### config.mk
export PLATFORM = sky130hd
export DESIGN_NAME = shift_add_seq
export DESIGN_NICKNAME = d
export VERILOG_FILES = /design/src/rtl/shift_add_seq.sv
export SDC_FILE = /design/constraint.sdc
export NUM_CORES = 2
export LEC_CHECK = 0
export CAP_MARGIN = 20
export CORE_UTILIZATION = 57
export CTS_BUF_LIST = sky130_fd_sc_hd__clkbuf_8
export CTS_CLUSTER_SIZE = 24
export DETAILED_ROUTE_END_ITERATION = 8
export PLACE_DENSITY = 0.79
export SLEW_MARGIN = 20
export SYNTH_ARGS = -nofsm -noshare
export SYNTH_HDL_FRONTEND = slang
export SYNTH_SLANG_ARGS = --single-unit
### constraint.sdc
create_clock -name clk -period 27 [get_ports clk]
set_clock_uncertainty 0.2 [all_clocks]
set_input_delay 8.1 -clock clk [delete_from_list [all_inputs] [get_ports clk]]
set_output_delay 8.1 -clock clk [all_outputs]
set_load 0.03 [all_outputs]
### src/rtl/shift_add_seq.sv
// Sequential signed multiplier: data_in * weight[in_ch] by adding up to DEPTH
// nearest-power-of-two terms, with a one-cycle full multiply for any remainder.
module shift_add_seq #(
    parameter int unsigned BITS  = 17,
    parameter int unsigned NFRAC = 8,
    parameter int unsigned DEPTH = 3,
    parameter int unsigned NCH   = 4,
    localparam int unsigned CW   = (NCH > 1) ? $clog2(NCH) : 1
) (
    input  logic                     clk,
    input  logic                     reset,
    input  logic                     w_we,
    input  logic [CW-1:0]            w_addr,
    input  logic signed [BITS-1:0]   w_data,
    input  logic                     in_valid,
    output logic                     in_ready,
    input  logic [CW-1:0]            in_ch,
    input  logic signed [BITS-1:0]   data_in,
    output logic                     out_valid,
    input  logic                     out_ready,
    output logic signed [2*BITS-1:0] data_out,
    output logic signed [BITS-1:0]   data_q,
    output logic                     out_sat,
    output logic                     out_cplx
);

    localparam int unsigned W2   = 2 * BITS;
    localparam int unsigned KW   = $clog2(BITS);
    localparam int unsigned CntW = $clog2(DEPTH + 1);

    localparam logic signed [W2-1:0] QMax = {{(BITS + 1){1'b0}}, {(BITS - 1){1'b1}}};
    localparam logic signed [W2-1:0] QMin = {{(BITS + 1){1'b1}}, {(BITS - 1){1'b0}}};

    typedef enum logic [1:0] {StIdle, StTerm, StFix, StDone} state_e;

    state_e                 state_q, state_d;
    logic signed [BITS-1:0] weights_q [NCH];
    logic signed [BITS-1:0] weights_d [NCH];
    logic signed [BITS-1:0] x_q, x_d;
    logic signed [BITS-1:0] r_q, r_d;
    logic signed [W2-1:0]   acc_q, acc_d;
    logic [CntW-1:0]        cnt_q, cnt_d;
    logic                   cplx_q, cplx_d;

    logic [BITS-1:0]        r_abs;
    logic [KW-1:0]          msb;
    logic                   half;
    logic [KW-1:0]          k_sel;
    logic signed [BITS:0]   pow2;
    logic signed [BITS:0]   r_wide;
    logic signed [W2-1:0]   x_ext, r_ext, x_shl, x_mul, acc_shr;

    // Weight bank next state; out-of-range addresses are dropped.
    always_comb begin
        weights_d = weights_q;
        if (w_we && (32'(w_addr) < NCH)) begin
            weights_d[w_addr] = w_data;
        end
    end

    // Nearest power of two to |r|; rounding up when the bit below the MSB is set
    // also sends exact midpoints to the larger exponent.
    always_comb begin
        r_abs = r_q[BITS-1] ? (~r_q + 1'b1) : r_q;
        msb   = '0;
        half  = 1'b0;
        for (int i = 1; i < BITS; i++) begin
            if (r_abs[i]) begin
                msb  = KW'(i);
                half = r_abs[i-1];
            end
        end
        k_sel = (half && (msb != KW'(BITS - 1))) ? msb + 1'b1 : msb;
        pow2        = '0;
        pow2[k_sel] = 1'b1;
        x_ext = {{BITS{x_q[BITS-1]}}, x_q};
        r_ext = {{BITS{r_q[BITS-1]}}, r_q};
        x_shl = x_ext <<< k_sel;
        x_mul = x_ext * r_ext;
    end

    // FSM next state and datapath updates.
    always_comb begin
        state_d = state_q;
        x_d     = x_q;
        r_d     = r_q;
        acc_d   = acc_q;
        cnt_d   = cnt_q;
        cplx_d  = cplx_q;
        r_wide  = '0;
        unique case (state_q)
            StIdle: begin
                if (in_valid) begin
                    x_d     = data_in;
                    r_d     = (32'(in_ch) < NCH) ? weights_q[in_ch] : '0;
                    acc_d   = '0;
                    cnt_d   = '0;
                    cplx_d  = 1'b0;
                    state_d = StTerm;
                end
            end
            StTerm: begin
                if (r_q == '0) begin
                    state_d = StDone;
                end else begin
                    // Remainder widened by one bit so 2^(BITS-1) is representable.
                    r_wide = {r_q[BITS-1], r_q};
                    if (!r_q[BITS-1]) begin
                        acc_d  = acc_q + x_shl;
                        r_wide = r_wide - pow2;
                    end else begin
                        acc_d  = acc_q - x_shl;
                        r_wide = r_wide + pow2;
                    end
                    r_d   = r_wide[BITS-1:0];
                    cnt_d = cnt_q + 1'b1;
                    if (r_wide == '0) begin
                        state_d = StDone;
                    end else if (cnt_d == CntW'(DEPTH)) begin
                        state_d = StFix;
                    end
                end
            end
            StFix: begin
                acc_d   = acc_q + x_mul;
                cplx_d  = 1'b1;
                state_d = StDone;
            end
            StDone: begin
                if (out_ready) begin
                    state_d = StIdle;
                end
            end
            default: state_d = StIdle;
        endcase
    end

    // Handshake flags and scaled, saturated output.
    always_comb begin
        in_ready  = (state_q == StIdle);
        out_valid = (state_q == StDone);
        data_out  = acc_q;
        out_cplx  = cplx_q;
        acc_shr   = acc_q >>> NFRAC;
        out_sat   = 1'b0;
        data_q    = acc_shr[BITS-1:0];
        if (acc_shr > QMax) begin
            data_q  = QMax[BITS-1:0];
            out_sat = 1'b1;
        end else if (acc_shr < QMin) begin
            data_q  = QMin[BITS-1:0];
            out_sat = 1'b1;
        end
    end

    // State registers with synchronous reset that also wins over weight writes.
    always_ff @(posedge clk) begin
        if (reset) begin
            state_q <= StIdle;
            x_q     <= '0;
            r_q     <= '0;
            acc_q   <= '0;
            cnt_q   <= '0;
            cplx_q  <= 1'b0;
            for (int i = 0; i < int'(NCH); i++) begin
                weights_q[i] <= '0;
            end
        end else begin
            state_q   <= state_d;
            x_q       <= x_d;
            r_q       <= r_d;
            acc_q     <= acc_d;
            cnt_q     <= cnt_d;
            cplx_q    <= cplx_d;
            weights_q <= weights_d;
        end
    end

endmodule

==> summary.md <==
| Metric | Value |
|---|---|
| Maximum clock frequency | `0.0911 GHz` |
| Routed len/inst | `~22 um` |
| Via-per-instance ratio | `roughly 6.3` |
| HP Class | `reg -> reg` |
| Setup violations, final | `0` |
| Min Tclk post-route | `10,970 ps` |
| Area share of fa/ha/maj cells after synthesis | `36.0%` |
| Setup_tns | `0 ps` |
| Mapped cell area | `roughly 25,000 sq um` |
| Final RePlAce weighted congestion | `approximately 1.0` |
| Cell Rows | `75` |
| Reg-to-reg slack, setup | `between 15,000 and 20,000 ps` |
| TritonCTS clock tree | `done` |
| Largest stage delay on the critical path | `670 ps` |
| GRT Overall Usage | `between 30% and 40%` |
| Share of cells above drive strength 1 | `under 10%` |
| Antenna viol nets, final | `0` |
| First-pass GRT wire length | `126,000 um` |
| Die ar. | `43,900 sq um` |
| Clock slew at reported path FFs | `110 ps` |
| Hpwl dp | `between 50,000 and 60,000 um` |
| YS warnings | `0` |
| Worst Max-Slew Pin Slew | `1160 ps` |
| Crit path capture | `data_q[11]` |
| Via count | `around 22,000` |
| Top FF cell, synth | `dfxtp_1` |
| Compound-cell area share of the yosys netlist | `around 17%` |
| Critical path startpoint | `data_out[29]$_SDFFE_PP0P_` |
| Crit path buf inv count | `2` |
| H-tree Lvls | `4` |
| IO buf count | `97` |
| CP Data Arrival Time | `between 2000 and 3000 ps` |
| Total core area | `between 40,000 and 50,000 sq um` |
| Layout area overhead | `6.83%` |
| Initial antenna violation count | `1` |
| Clock latency at the later pin of the worst-skew pair | `slightly above 500 ps` |
| Largest family of logic cells by synthesized area | `adder cells` |
| Slew HR | `~22%` |
| Register area share after synthesis | `11.5%` |
| CTS sink cnt | `141` |
| Worst reg-to-reg path cell count | `36` |
| Count of cell types in the netlist | `109` |
| Max capacitance violation total | `0` |
| Clock root buffer | `clkbuf_8` |
| Top cell type's share of synthesized area | `roughly 28%` |
| # hold bufs at CTS | `0` |
| Unrepaired setup endpoints after global routing | `false` |
| Final WL | `78,300 um` |
| Post-CTS setup buffers | `0` |
| Initial Util | `between 50% and 60%` |
| CP Max Fanout | `17` |
| CP startpoint kind | `flip-flop` |
| WP depth | `5` |
| Router iterations before antenna repair | `6` |
| Status | `completed` |
| Required @ worst endpoint | `around 19,000 ps` |
| Synth top area cells | `fa_1, dfxtp_1, ha_1` |
| Boundary pin count | `98` |
| Initial DRC count | `roughly 2,100` |
| Final period util | `40.6%` |
| Synth Area in XOR/XNOR | `4.17%` |
| Post-synthesis mux area share | `~4%` |
| Largest net degree at the start of global routing | `77` |
| Fin. max-slew vios | `0` |
| Post-cts sizing count | `0` |
| Vias in the first global route | `~23,000` |
| Synthesized-area fraction occupied by and/or/nand/nor cells | `18.5%` |
| Die height | `~210 um` |
| Layout net count | `approximately 3,500` |
| Die width | `between 200 and 250 um` |
| CTS Buffer Depth | `2` |
| Setup crit end kind | `output pin` |
| FFs w/ async S/R, synth | `0%` |
| Post-synthesis cell count | `2,973` |
| Number of CTS-inserted buffers | `17` |
| Net Count, Synth | `roughly 3,500` |
| Critical path class | `reg -> out` |
| Reg2reg start | `r_q[1]$_SDFFE_PP0P_` |
| Cell Chain, Critical Path | `nand4_1 > o41ai_2 > buf_4 > o21a_1 > clkdlybuf4s50_1` |
| Critical-path top delay cell | `clkdlybuf4s50_1` |
| Post-synth EDFFs | `0` |
| Final Hold Vio Count | `0` |
| Flops & latches, synth | `around 140` |
| DRC viols | `0` |
| Remaining global-route overflow | `0` |
| Worst path top cell family by delay | `buffers and inverters` |
| Avg Synthesized Cell Area | `approximately 8.3 sq um` |
| Reg-to-Reg End | `state_q[0]$_SDFFE_PP0P_` |
| Area leader, netlist | `fa_1` |
-- worst reg2reg max path, delay by kind of cell, from the launching register on --
| kind | cells | cell delay (ps) |
|---|---|---|
| AND/OR/NAND/NOR | 13 | 4570 |
| AO/OA/AOI/OAI | 14 | 3300 |
| adder cells (fa/ha/maj) | 4 | 1380 |
| buffers and inverters | 3 | 630 |
| flip-flops | 1 | 320 |
| XOR/XNOR | 2 | 250 |
-- metrics by stage --
step | area [sq um] | hold slack (ps) | std cells | setup slack (ps) | util (%)
2_1_floorplan | 24500 | 233 | 2973 | 16510 | -
3_3_place_gp | 25800 | 238 | 3474 | 16470 | 61.2
3_5_place_dp | 25800 | 243 | 3474 | 16470 | 61.2
4_1_cts | 26200 | 256 | 3505 | 15970 | 62.0
5_1_grt | 26200 | 279 | 3505 | 15370 | 62.1
6_report | 26200 | 260 | 3506 | 16030 | 62.1
-- layout make-up --
type / count / area (sq um)
multi-input combinational: 2278 / 19600
timing repair buffer: 154 / 1400
tap: 539 / 674
inverter: 362 / 1360
antenna: 1 / 2.50
clock buffer: 17 / 234
sequential: 141 / 2830
fill: 3601 / 16000
clock inverter: 14 / 129
-- cells in the final DEF, fill, tap and decap left out, types with 17 or more instances in the layout --
master	Yosys	layout
mux4_2	19	19
a31oi_1	18	17
a21oi_1	243	242
xor2_1	42	42
dfxtp_1	141	139
o21a_1	26	26
clkdlybuf4s50_1	0	96
nor3_1	44	44
o21ai_0	103	103
mux2i_1	38	38
a21o_1	24	24
and2_1	114	114
a211oi_1	29	29
and3_1	21	21
nand2_1	447	446
nand3_1	34	34
a22oi_1	29	29
xnor2_1	73	73
ha_1	160	160
inv_1	361	361
buf_4	5	58
nor2_1	149	148
nand2b_1	27	27
clkbuf_8	0	17
fa_1	341	341
-- kinds of logic after synthesis --
group,Yosys count
and+or+nand+nor,950
AOI/OAI and AO/OA,642
buffers and inverters,554
adders and majority gates,501
DFF,141
xor gates and xnor gates,116
muxes,69
-- cell usage after synthesis (10+ instances only) --
| cell type | instances |
|---|---|
| clkbuf_1 | 149 |
| nand4_1 | 12 |
| nor2b_1 | 14 |
| nor2_1 | 149 |
| o211ai_1 | 10 |
| a211oi_1 | 29 |
| nor3_1 | 44 |
| nand3_1 | 34 |
| xnor2_1 | 73 |
| a21oi_1 | 243 |
| xor2_1 | 42 |
| nand2_1 | 447 |
| o22ai_1 | 11 |
| buf_1 | 16 |
| ha_1 | 160 |
| or3_1 | 12 |
| o21a_1 | 26 |
| mux4_2 | 19 |
| nor4_1 | 11 |
| inv_1 | 361 |
| o21bai_1 | 11 |
| and3_1 | 21 |
| and2_1 | 114 |
| o31ai_1 | 11 |
| fa_1 | 341 |
| mux2i_1 | 38 |
| a22oi_1 | 29 |
| o21ai_0 | 103 |
| a31oi_1 | 18 |
| dfxtp_1 | 141 |
| buf_2 | 15 |
| nand2b_1 | 27 |
| a21o_1 | 24 |
-- per-layer routing --
| layer | wire length (um) | track usage [%] | share of wire, % |
|---|---|---|---|
| met5 | 0 | 0 | 0 |
| met3 | 7370 | 7.95 | 9.4 |
| met2 | 37100 | 61.6 | 47 |
| met1 | 29700 | 45.3 | 38 |
| met4 | 4020 | 17.9 | 5.1 |
-- sequential cells by signal, indices dropped and copies added (netlist names) --
| register | cells |
|---|---|
| cnt_q | 2 |
| r_q | 17 |
| weights_q | 68 |
| data_out | 34 |
| state_q | 2 |
| x_q | 17 |
| out_cplx | 1 |
-- how the worst min path moves through the flow --
stage | cells after the start | slack (ps) | end | startpoint
6_report | 2 | 260 | weights_q[53]$_SDFFE_PP0P_ | weights_q[53]$_SDFFE_PP0P_
3_5_place_dp | 2 | 240 | weights_q[48]$_SDFFE_PP0P_ | weights_q[48]$_SDFFE_PP0P_
3_3_place_gp | 2 | 240 | weights_q[61]$_SDFFE_PP0P_ | weights_q[61]$_SDFFE_PP0P_
2_1_floorplan | 2 | 230 | weights_q[17]$_SDFFE_PP0P_ | weights_q[17]$_SDFFE_PP0P_
5_1_grt | 2 | 280 | weights_q[8]$_SDFFE_PP0P_ | weights_q[8]$_SDFFE_PP0P_
4_1_cts | 2 | 260 | weights_q[48]$_SDFFE_PP0P_ | weights_q[48]$_SDFFE_PP0P_
Power is not shown: default switching activity piles up to over one toggle a cycle in this logic, so the estimate is an artifact.
